--- src/rtl/seg_pkg.sv ---
// seg_pkg: glyph constants, command codes and digit-entry type for seg_scan_disp.
package seg_pkg;
    localparam logic [7:0] SEG_0 = 8'hC0;
    localparam logic [7:0] SEG_1 = 8'hF9;
    localparam logic [7:0] SEG_2 = 8'hA4;
    localparam logic [7:0] SEG_3 = 8'hB0;
    localparam logic [7:0] SEG_4 = 8'h99;
    localparam logic [7:0] SEG_5 = 8'h92;
    localparam logic [7:0] SEG_6 = 8'h82;
    localparam logic [7:0] SEG_7 = 8'hF8;
    localparam logic [7:0] SEG_8 = 8'h80;
    localparam logic [7:0] SEG_9 = 8'h90;
    localparam logic [7:0] SEG_A = 8'h88;
    localparam logic [7:0] SEG_B = 8'h83;
    localparam logic [7:0] SEG_C = 8'hC6;
    localparam logic [7:0] SEG_D = 8'hA1;
    localparam logic [7:0] SEG_E = 8'h86;
    localparam logic [7:0] SEG_F = 8'h8E;
    localparam logic [7:0] SEG_DASH = 8'hBF;
    localparam logic [7:0] SEG_BLANK = 8'hFF;
    localparam logic [7:0] CMD_CLEAR = 8'h80;
    localparam int DIG_W = 5;
    typedef struct packed {
        logic       dash;
        logic [3:0] nib;
    } dig_t;
    localparam logic [7:0] SEG_TAB [16] = '{
        SEG_0, SEG_1, SEG_2, SEG_3, SEG_4, SEG_5, SEG_6, SEG_7,
        SEG_8, SEG_9, SEG_A, SEG_B, SEG_C, SEG_D, SEG_E, SEG_F
    };
endpackage

--- src/rtl/seg_scan_disp_if.sv ---
// seg_scan_disp_if: received-byte strobe in, active-low segments and digit selects out.
interface seg_scan_disp_if #(
    parameter int NUM_DIG = 6
);
    logic [7:0]         rdata;
    logic               rx_sig;
    logic [7:0]         led_data;
    logic [NUM_DIG-1:0] led_sel;
    modport master (output rdata, rx_sig, input led_data, led_sel);
    modport slave (input rdata, rx_sig, output led_data, led_sel);
endinterface

--- src/rtl/seg_hex_decode.sv ---
// seg_hex_decode: {dash, nibble} digit entry to active-low 7-segment glyph, dp off.
module seg_hex_decode
    import seg_pkg::*;
(
    input  dig_t       i_dig,
    output logic [7:0] o_seg
);
    assign o_seg = i_dig.dash ? SEG_DASH : SEG_TAB[i_dig.nib];
endmodule

--- src/rtl/seg_scan_disp.sv ---
// seg_scan_disp: multiplexed NUM_DIG-digit 7-segment driver fed by received bytes, with guard blanking.
// Define SEG_LZB_EN to blank leading zero digits.
module seg_scan_disp
    import seg_pkg::*;
#(
    parameter int NUM_DIG  = 6,
    parameter int SCAN_DIV = 50000,
    parameter int GUARD    = 16
) (
    input logic            sys_clk,
    input logic            rst,
    seg_scan_disp_if.slave bus
);
    localparam int CW = $clog2(SCAN_DIV);
    localparam int IW = $clog2(NUM_DIG);

    dig_t [NUM_DIG-1:0] r_dig;
    logic [CW-1:0]      r_cnt;
    logic [IW-1:0]      r_idx;
    logic [7:0]         r_data;
    logic [NUM_DIG-1:0] r_sel;
    logic               w_wrap;
    logic               w_guard;
    logic               w_blank;
    logic [IW-1:0]      w_pos;
    logic [7:0]         w_glyph;
    dig_t               w_new;

    assign w_wrap  = r_cnt == CW'(SCAN_DIV - 1);
    assign w_guard = r_cnt < CW'(GUARD);
    assign w_pos   = IW'(NUM_DIG - 1) - r_idx;
    assign w_new   = bus.rdata[7:4] == 4'h0 ? dig_t'({1'b0, bus.rdata[3:0]}) : dig_t'({1'b1, 4'h0});

    seg_hex_decode u_dec (
        .i_dig(r_dig[r_idx]),
        .o_seg(w_glyph)
    );

`ifdef SEG_LZB_EN
    logic [NUM_DIG-1:0] w_lz;
    // w_lz[i]: digit i and every digit above it hold a plain zero
    always_comb begin
        w_lz = '0;
        for (int i = 0; i < NUM_DIG; i++) w_lz[i] = (r_dig >> (i * DIG_W)) == '0;
    end
    assign w_blank = r_idx != '0 && w_lz[r_idx];
`else
    assign w_blank = 1'b0;
`endif

    always_ff @(posedge sys_clk) begin
        if (rst) begin
            r_dig  <= '0;
            r_cnt  <= '0;
            r_idx  <= '0;
            r_data <= SEG_BLANK;
            r_sel  <= '1;
        end else begin
            if (bus.rx_sig) r_dig <= bus.rdata == CMD_CLEAR ? '0 : {r_dig[NUM_DIG-2:0], w_new};
            r_cnt <= w_wrap ? '0 : r_cnt + 1'b1;
            if (w_wrap) r_idx <= r_idx == IW'(NUM_DIG - 1) ? '0 : r_idx + 1'b1;
            r_sel  <= w_guard ? '1 : ~(NUM_DIG'(1) << w_pos);
            r_data <= w_guard || w_blank ? SEG_BLANK : w_glyph;
        end
    end

    assign bus.led_data = r_data;
    assign bus.led_sel  = r_sel;
endmodule
--- src/flat_wrapper.sv ---
// flat-port wrapper written by rule: the top's interface ports become plain ports
module seg_scan_disp_flat import seg_pkg::*;
#(
    parameter int NUM_DIG  = 6,
    parameter int SCAN_DIV = 50000,
    parameter int GUARD    = 16
)
  (sys_clk, rst, bus_rdata, bus_rx_sig, bus_led_data, bus_led_sel);
  seg_scan_disp_if #(.NUM_DIG(NUM_DIG)) bus_i ();
  input logic sys_clk;
  input logic rst;
  input wire logic [$bits(bus_i.rdata)-1:0] bus_rdata;
  input wire logic [$bits(bus_i.rx_sig)-1:0] bus_rx_sig;
  output wire logic [$bits(bus_i.led_data)-1:0] bus_led_data;
  output wire logic [$bits(bus_i.led_sel)-1:0] bus_led_sel;
  assign bus_i.rdata = bus_rdata;
  assign bus_i.rx_sig = bus_rx_sig;
  assign bus_led_data = bus_i.led_data;
  assign bus_led_sel = bus_i.led_sel;
  seg_scan_disp #(.NUM_DIG(NUM_DIG), .SCAN_DIV(SCAN_DIV), .GUARD(GUARD)) u_core (.sys_clk(sys_clk), .rst(rst), .bus(bus_i));
endmodule
--- config.mk ---
export PLATFORM = sky130hd
export DESIGN_NAME = seg_scan_disp_flat
export DESIGN_NICKNAME = d
export VERILOG_FILES = /design/src/rtl/seg_pkg.sv /design/src/rtl/seg_scan_disp_if.sv /design/src/rtl/seg_hex_decode.sv /design/src/rtl/seg_scan_disp.sv /design/src/flat_wrapper.sv
export SDC_FILE = /design/constraint.sdc
export NUM_CORES = 1
export LEC_CHECK = 0
export CAP_MARGIN = 15
export CELL_PAD_IN_SITES_DETAIL_PLACEMENT = 0
export CELL_PAD_IN_SITES_GLOBAL_PLACEMENT = 2
export CORE_UTILIZATION = 32
export CTS_BUF_LIST = sky130_fd_sc_hd__clkbuf_16
export DETAILED_ROUTE_END_ITERATION = 6
export PLACE_DENSITY_LB_ADDON = 0.1
export RECOVER_POWER = 25
export SLEW_MARGIN = 20
export SYNTH_ARGS = -nofsm -noshare
export SYNTH_HDL_FRONTEND = slang
export SYNTH_SLANG_ARGS = --single-unit
--- constraint.sdc ---
create_clock -name sys_clk -period 2.4 [get_ports sys_clk]
set_input_delay 0.24 -clock sys_clk [delete_from_list [all_inputs] [get_ports sys_clk]]
set_output_delay 0.24 -clock sys_clk [all_outputs]
set_load 0.05 [all_outputs]
==> qor.txt, run 1 <==
design area -> 3608 um2
DR pass1 iterations -> 4
Final Hold Viols -> 0
WP buf/inv -> 2
RD Place Congestion -> 0.7567
Skew-Pair Late Insertion Delay -> 0.33 ns
share of the synthesized area in the top cell type -> 0.4245
Ports -> 25
final antenna-violating net count -> 0
fraction of layout cells with a size suffix above 1 -> 0.1302
Max FO, Critical Path -> 12
DR vias/cell -> 4.998
Clock Path Buffers -> 2
Min-Delay Startpoint -> u_core.r_cnt[0]
CTS H-tree depth -> 3
actual slew at the worst max-slew pin -> 0.7281 ns
Synth Instances -> 325
global-route wire length before repair -> 11,250 um
RSZ-0062 raised after global routing -> no
status -> complete, no violations
Post-synth ARST share -> 0
Post-route DRC -> 0
FP Rows -> 34
Setup Viol. Count Final -> 0
Slew headroom -> 0.5146
Port Buffers -> 23
# diodes -> 0
r2r worst-path depth -> 7
Die W -> 97.59 um
clk sink count -> 62
sequential share of the synthesized area -> 0.4245
wire length per cell -> 13.91 um
Crit path max-delay family -> multiplexers
top cells by count, synth -> dfxtp_1 (62), nor2_1 (56), a22oi_1 (28)
Worst Path Required -> 2.65 ns
Most common cell on crit path -> buf_4
EDFF count, synth -> 0
Final period util -> 0.9075
Final Skew -> 0.005883 ns
Iteration-0 DRC Markers -> 130
largest net degree at the start of global routing -> 36
dpl cells -> 453
Peak supply drop -> 0.0003850 V
most frequent cell after synthesis -> dfxtp_1
final WL -> 6526 um
Power Density -> 678.1 nW/um2
worst hold endpoint -> u_core.r_cnt[0]
Vias -> 2,344
post_cts resized -> 0
Top FF cell, synth -> dfxtp_1
Pleak -> 1.291 nW
maxcap violations -> 0
GRT Overall Usage -> 0.1484
postcts setup bufs -> 0
antenna violations before repair -> 0
mapped cell area -> 2924 um2
Distinct cells, synth -> 52
cells along the critical path -> buf_4 > mux2_4 > a222oi_1 > buf_4 > mux2i_1 > nor4_2 > a31oi_1
hold_buf cts -> 0
min Tclk post-route -> 2.178 ns
flop-to-flop setup slack -> 0.22 ns
Die Span Y -> 97.59 um
CTS root buffer -> clkbuf_16
Worst-path clk slew -> 0.06 ns
Final HPWL DP -> 4681 um
Yosys reg bits -> 62
hold_ws -> 0.4501 ns
die area -> 9524 um2
Pins Over Slew Limit -> 0
RR Startpoint -> u_core.r_idx[1]
CP Capture Type -> flip-flop
core area -> 8763 um2
area grow syn2layout -> 23.41%
Final nets -> 380
crit path kind -> reg -> reg
post-synth net total -> 349
worst hold path class -> reg -> reg
vias in the first global route -> 2,289
Slowest Stage Delay on Critical Path -> 0.48 ns
YS warnings -> 0
final std cells w/o fill -> 469
Hold Path Depth -> 1
Congestion Overflow GR -> 0
top cells by area, synth -> dfxtp_1 (42%), a22oi_1 (7.2%), nor2_1 (7.2%), ha_1 (5.6%), mux2i_1 (4.1%)
Synth area leader -> dfxtp_1
CP arrival -> 2.43 ns
CTS tree -> built
crit path launch type -> flip-flop
Avg Inst Size Synth -> 8.997 um2
slowest CP cell -> dfxtp_1
Setup TNS -> 0 ns
R2R Path End -> u_core.bus.led_data[3]
Fmax -> 459.1 MHz
initial core utilization -> 0.3337
Placed Area -> 3314 um2
CTS buffer count -> 9
-- sequential cells by signal, summed over array words and instances (netlist names) --
name and flops:
u_core.r_dig 30, u_core.bus.led_data 7, u_core.r_cnt 16, u_core.bus.led_sel 6
u_core.r_idx 3
-- placed cells by master, fill, tap and decap left out, types with 3 or more instances in the layout --
master           instances
nand3_1                 14
mux2i_1                 12
dfxtp_1                 62
buf_4                   13
mux2_2                   6
clkinvlp_4               3
nor3_1                   8
a21oi_1                  6
a22oi_1                 28
clkdlybuf4s50_1         21
clkbuf_16                9
inv_1                    9
nor2_1                  56
ha_1                    13
xnor2_1                 11
nor4_1                   3
nand2b_1                 4
xor2_1                   5
nand2_1                 27
-- area by class of cell --
cell class	instances	area [um2]
fillers	918	5155
multi-input cells	236	1562
flip-flops and latches	62	1241
repair buffers	38	337.8
clock buffers	9	225.2
well taps	108	135.1
clock inverters	7	73.82
inverters	9	33.78
-- per-layer routing --
| metal | global-route usage | routed length (um) | vias to the layer above |
|---|---|---|---|
| met5 | 0 | 0 | - |
| met4 | 0.06448 | 114 | 0 |
| met3 | 0.03094 | 177 | 10 |
| met1 | 0.2118 | 3616 | 1087 |
| met2 | 0.2141 | 2618 | 38 |
| li1 | - | - | 1209 |
-- where the power goes --
part / total (mW) / switching (mW) / internal [mW]
sequential: 1.05 / 0.0112 / 1.04
clock: 1.29 / 0.484 / 0.804
combinational: 0.108 / 0.0659 / 0.0422
-- cell families (layout without fill, tap and decap cells) --
kind of cell               count (synthesis)  count (layout)  share of synthesized area
DFF                                       62              62                     0.4245
other                                      1               1                   0.001282
adders and majority gates                 13              13                    0.05563
and+or+nand+nor                          130             130                     0.2071
muxes                                     21              21                    0.08087
buffers and inverters                     27              63                    0.04364
xor gates and xnor gates                  16              16                    0.04792
AOI/OAI and AO/OA                         55              55                     0.1391
-- worst max path at each step --
stage / slack, ns / depth (start not counted) / endpoint / start
2_1_floorplan: 0.1 / 10 / u_core.bus.led_data[0] / u_core.r_idx[0]
6_report: 0.22 / 7 / u_core.bus.led_data[3] / u_core.r_idx[1]
3_3_place_gp: 0.30 / 7 / u_core.bus.led_data[3] / u_core.r_idx[1]
3_5_place_dp: 0.23 / 7 / u_core.bus.led_data[6] / u_core.r_idx[1]
4_1_cts: 0.22 / 7 / u_core.bus.led_data[6] / u_core.r_idx[1]
5_1_grt: 0.07 / 8 / u_core.bus.led_data[3] / u_core.r_idx[1]
-- per-stage QoR --
step / util / setup slack [ns] / power [mW]
5_1_grt: 0.4118 / 0.06951 / 2.542
3_3_place_gp: 0.3782 / 0.2952 / 1.183
2_1_floorplan: - / 0.09954 / 1.138
4_1_cts: 0.4123 / 0.2168 / 2.484
6_report: 0.4118 / 0.2220 / 2.447
3_5_place_dp: 0.3782 / 0.2296 / 1.184
Power figures use the tool's default switching activity.
==> inputs of run 2 (changes only) <==
HOLD_SLACK_MARGIN = 0.06   (was not set)
==> results of run 2 <==
No change in the layout: final DEF, timing and power equal those of run 1.
==> inputs of run 3 (changes only) <==
CORE_MARGIN = 4   (was not set)
CORE_UTILIZATION = 33   (was 32)
SYNTH_HIERARCHICAL = 1   (was not set)
==> run 3 against run 2 <==
Net effect: synthesized cell count down 7.1%; clock-buffer cell count did not move; clock power rose by 13%; utilization grew 1.2 points; register-to-register slack got worse by 0.06 ns; cell count fell by 4.1%; sequential share of layout area decreased by 0.24 points; setup slack lost 0.064 ns; wire length shrank 9.1%; worst hold slack better by 0.012 ns; final area is 2.4% higher; non-clock buffer count increased by 5; critical endpoint is now u_core/bus.led_data[1]; largest power group unchanged; highest routed layer unchanged.
==> qor.txt, run 3 <==
CTS buffer count -> 9
RD Place Congestion -> 0.7650
CTS root buffer -> clkbuf_16
worst hold path class -> reg -> reg
commonest non-fill, non-tap cell in the layout -> dfxtp_1
slowest CP cell -> mux4_2
Register Area -> 1262 um2
wire length per cell -> 13.18 um
Final period util -> 0.9343
YS warnings -> 6
global-route wire length before repair -> 10,190 um
post-synth net total -> 327
RSZ-0062 raised after global routing -> no
largest net degree at the start of global routing -> 31
antenna violations before repair -> 0
fraction of layout cells with a size suffix above 1 -> 0.1784
Largest register FFs -> 30
Final Hold Viols -> 0
CTS H-tree depth -> 3
DR vias/cell -> 4.840
cells along the critical path -> mux4_2 > inv_1 > o22ai_2 > inv_2 > ha_1 > or2_2 > a311o_1 > nand2b_1
Distinct cells, synth -> 53
Setup Viol. Count Final -> 0
share of the synthesized area in the top cell type -> 0.4259
Peak supply drop -> 0.0003039 V
EDFF count, synth -> 0
crit path kind -> reg -> reg
setup ws final -> 0.1578 ns
area of the multi-input gates -> 1540 um2
CP arrival -> 2.45 ns
Die W -> 102.7 um
Skew-Pair Late Insertion Delay -> 0.32 ns
Setup TNS -> 0 ns
Synth area leader -> dfxtp_1
CP Capture Type -> flip-flop
core area -> 8721 um2
# diodes -> 0
postcts setup bufs -> 0
post-placement worst setup slack -> 0.07834 ns
final WL -> 5930 um
fill cell total of the finished layout -> 850
Yosys reg bits -> 63
Placed Area -> 3368 um2
area grow syn2layout -> 24.80%
Power Density -> 708.6 nW/um2
top cells by count, synth -> dfxtp_1 (63), nor2_1 (33), a22oi_1 (25)
mapped cell area -> 2962 um2
Slew headroom -> 0.5286
crit path launch type -> flip-flop
die area -> 10,550 um2
Slowest Stage Delay on Critical Path -> 0.50 ns
Final HPWL DP -> 4292 um
Final nets -> 362
Port Buffers -> 24
maxcap violations -> 0
final antenna-violating net count -> 0
Post-route DRC -> 0
Worst-path clk slew -> 0.05 ns
sequential share of the synthesized area -> 0.4259
Ports -> 25
CTS tree -> built
Iteration-0 DRC Markers -> 57
Reg with most FFs -> u_core/r_dig
Pins Over Slew Limit -> 0
Crit path max-delay family -> multiplexers
Avg Inst Size Synth -> 9.807 um2
most frequent cell after synthesis -> dfxtp_1
flop-to-flop setup slack -> 0.16 ns
clk sink count -> 63
DR pass1 iterations -> 6
Final Skew -> 0.003382 ns
top cells by area, synth -> dfxtp_1 (43%), a22oi_1 (6.3%), ha_1 (5.9%), nor2_1 (4.2%), mux4_2 (3.8%)
WP buf/inv -> 2
actual slew at the worst max-slew pin -> 0.7071 ns
min Tclk post-route -> 2.242 ns
design area -> 3696 um2
Fmax -> 446.0 MHz
Die Span Y -> 102.7 um
Congestion Overflow GR -> 0
Clock Path Buffers -> 2
Core Util, Final -> 0.4238
Top FF cell, synth -> dfxtp_1
Worst Path Required -> 2.61 ns
initial core utilization -> 0.3396
Post-synth ARST share -> 0
GRT Overall Usage -> 0.1238
vias in the first global route -> 2,065
Synth Instances -> 302
Pleak -> 1.312 nW
Max FO, Critical Path -> 5
FP Rows -> 34
most frequent cells in the layout -> dfxtp_1 (62), nor2_1 (33), a22oi_1 (25), clkdlybuf4s50_1 (23)
Vias -> 2,178
status -> complete, no violations
## run 3: cell families (layout without fill, tap and decap cells)
group,after synthesis,in the layout,share of synthesized area
mux,16,16,0.07647
xor+xnor,13,13,0.03845
flops,63,63,0.4259
other cells,1,1,0.001266
buf+inv,32,72,0.05830
simple gates,113,113,0.2176
compound gates,50,50,0.1229
fa+ha+maj,14,14,0.05915
## run 3: what timing repair did
item | in CTS | in global routing
hold buffers | 0 | 0
endpoints found under the setup margin | 0 | 2
resized for setup | 0 | 1
## run 3: final cells by class
class,instances,area share
Sequential cell,63,0.3416
Timing Repair Buffer,43,0.1009
Tap cell,108,0.03656
Multi-Input combinational cell,207,0.4167
Clock inverter,7,0.03013
Clock buffer,9,0.06093
Inverter,13,0.01320
## run 3: per-layer routing
layer | part of all wire | up-vias | global-route usage
met5 | 0 | - | 0
met4 | 0.020 | 0 | 0.05378
met3 | 0.033 | 11 | 0.03451
met2 | 0.41 | 26 | 0.1748
met1 | 0.54 | 1005 | 0.1760
li1 | - | 1136 | -
## run 3: where the power goes
group | switching [mW] | internal [mW] | leakage (nW)
sequential | 0.00715 | 1.05 | 0.510
clock | 0.451 | 1.01 | 0.163
combinational | 0.0570 | 0.0433 | 0.639
## run 3: final timing paths
| check | startpoint | to | cells after the start |
|---|---|---|---|
| hold reg to reg | u_core/r_cnt[0] | u_core/r_cnt[0] | 1 |
| hold / removal | u_core/r_cnt[0] | u_core/r_cnt[0] | 1 |
| setup / recovery | u_core/r_idx[0] | u_core/bus.led_data[1] | 8 |
| setup reg to reg | u_core/r_idx[0] | u_core/bus.led_data[1] | 8 |
## run 3: per-stage QoR
step           std cells  total power [mW]  hold WS, ns
3_5_place_dp         434             1.186       0.4537
4_1_cts              450             2.665       0.4668
6_report             450             2.619       0.4617
5_1_grt              450             2.716       0.5005
2_1_floorplan        302             1.151       0.3919
3_3_place_gp         434             1.187       0.4510
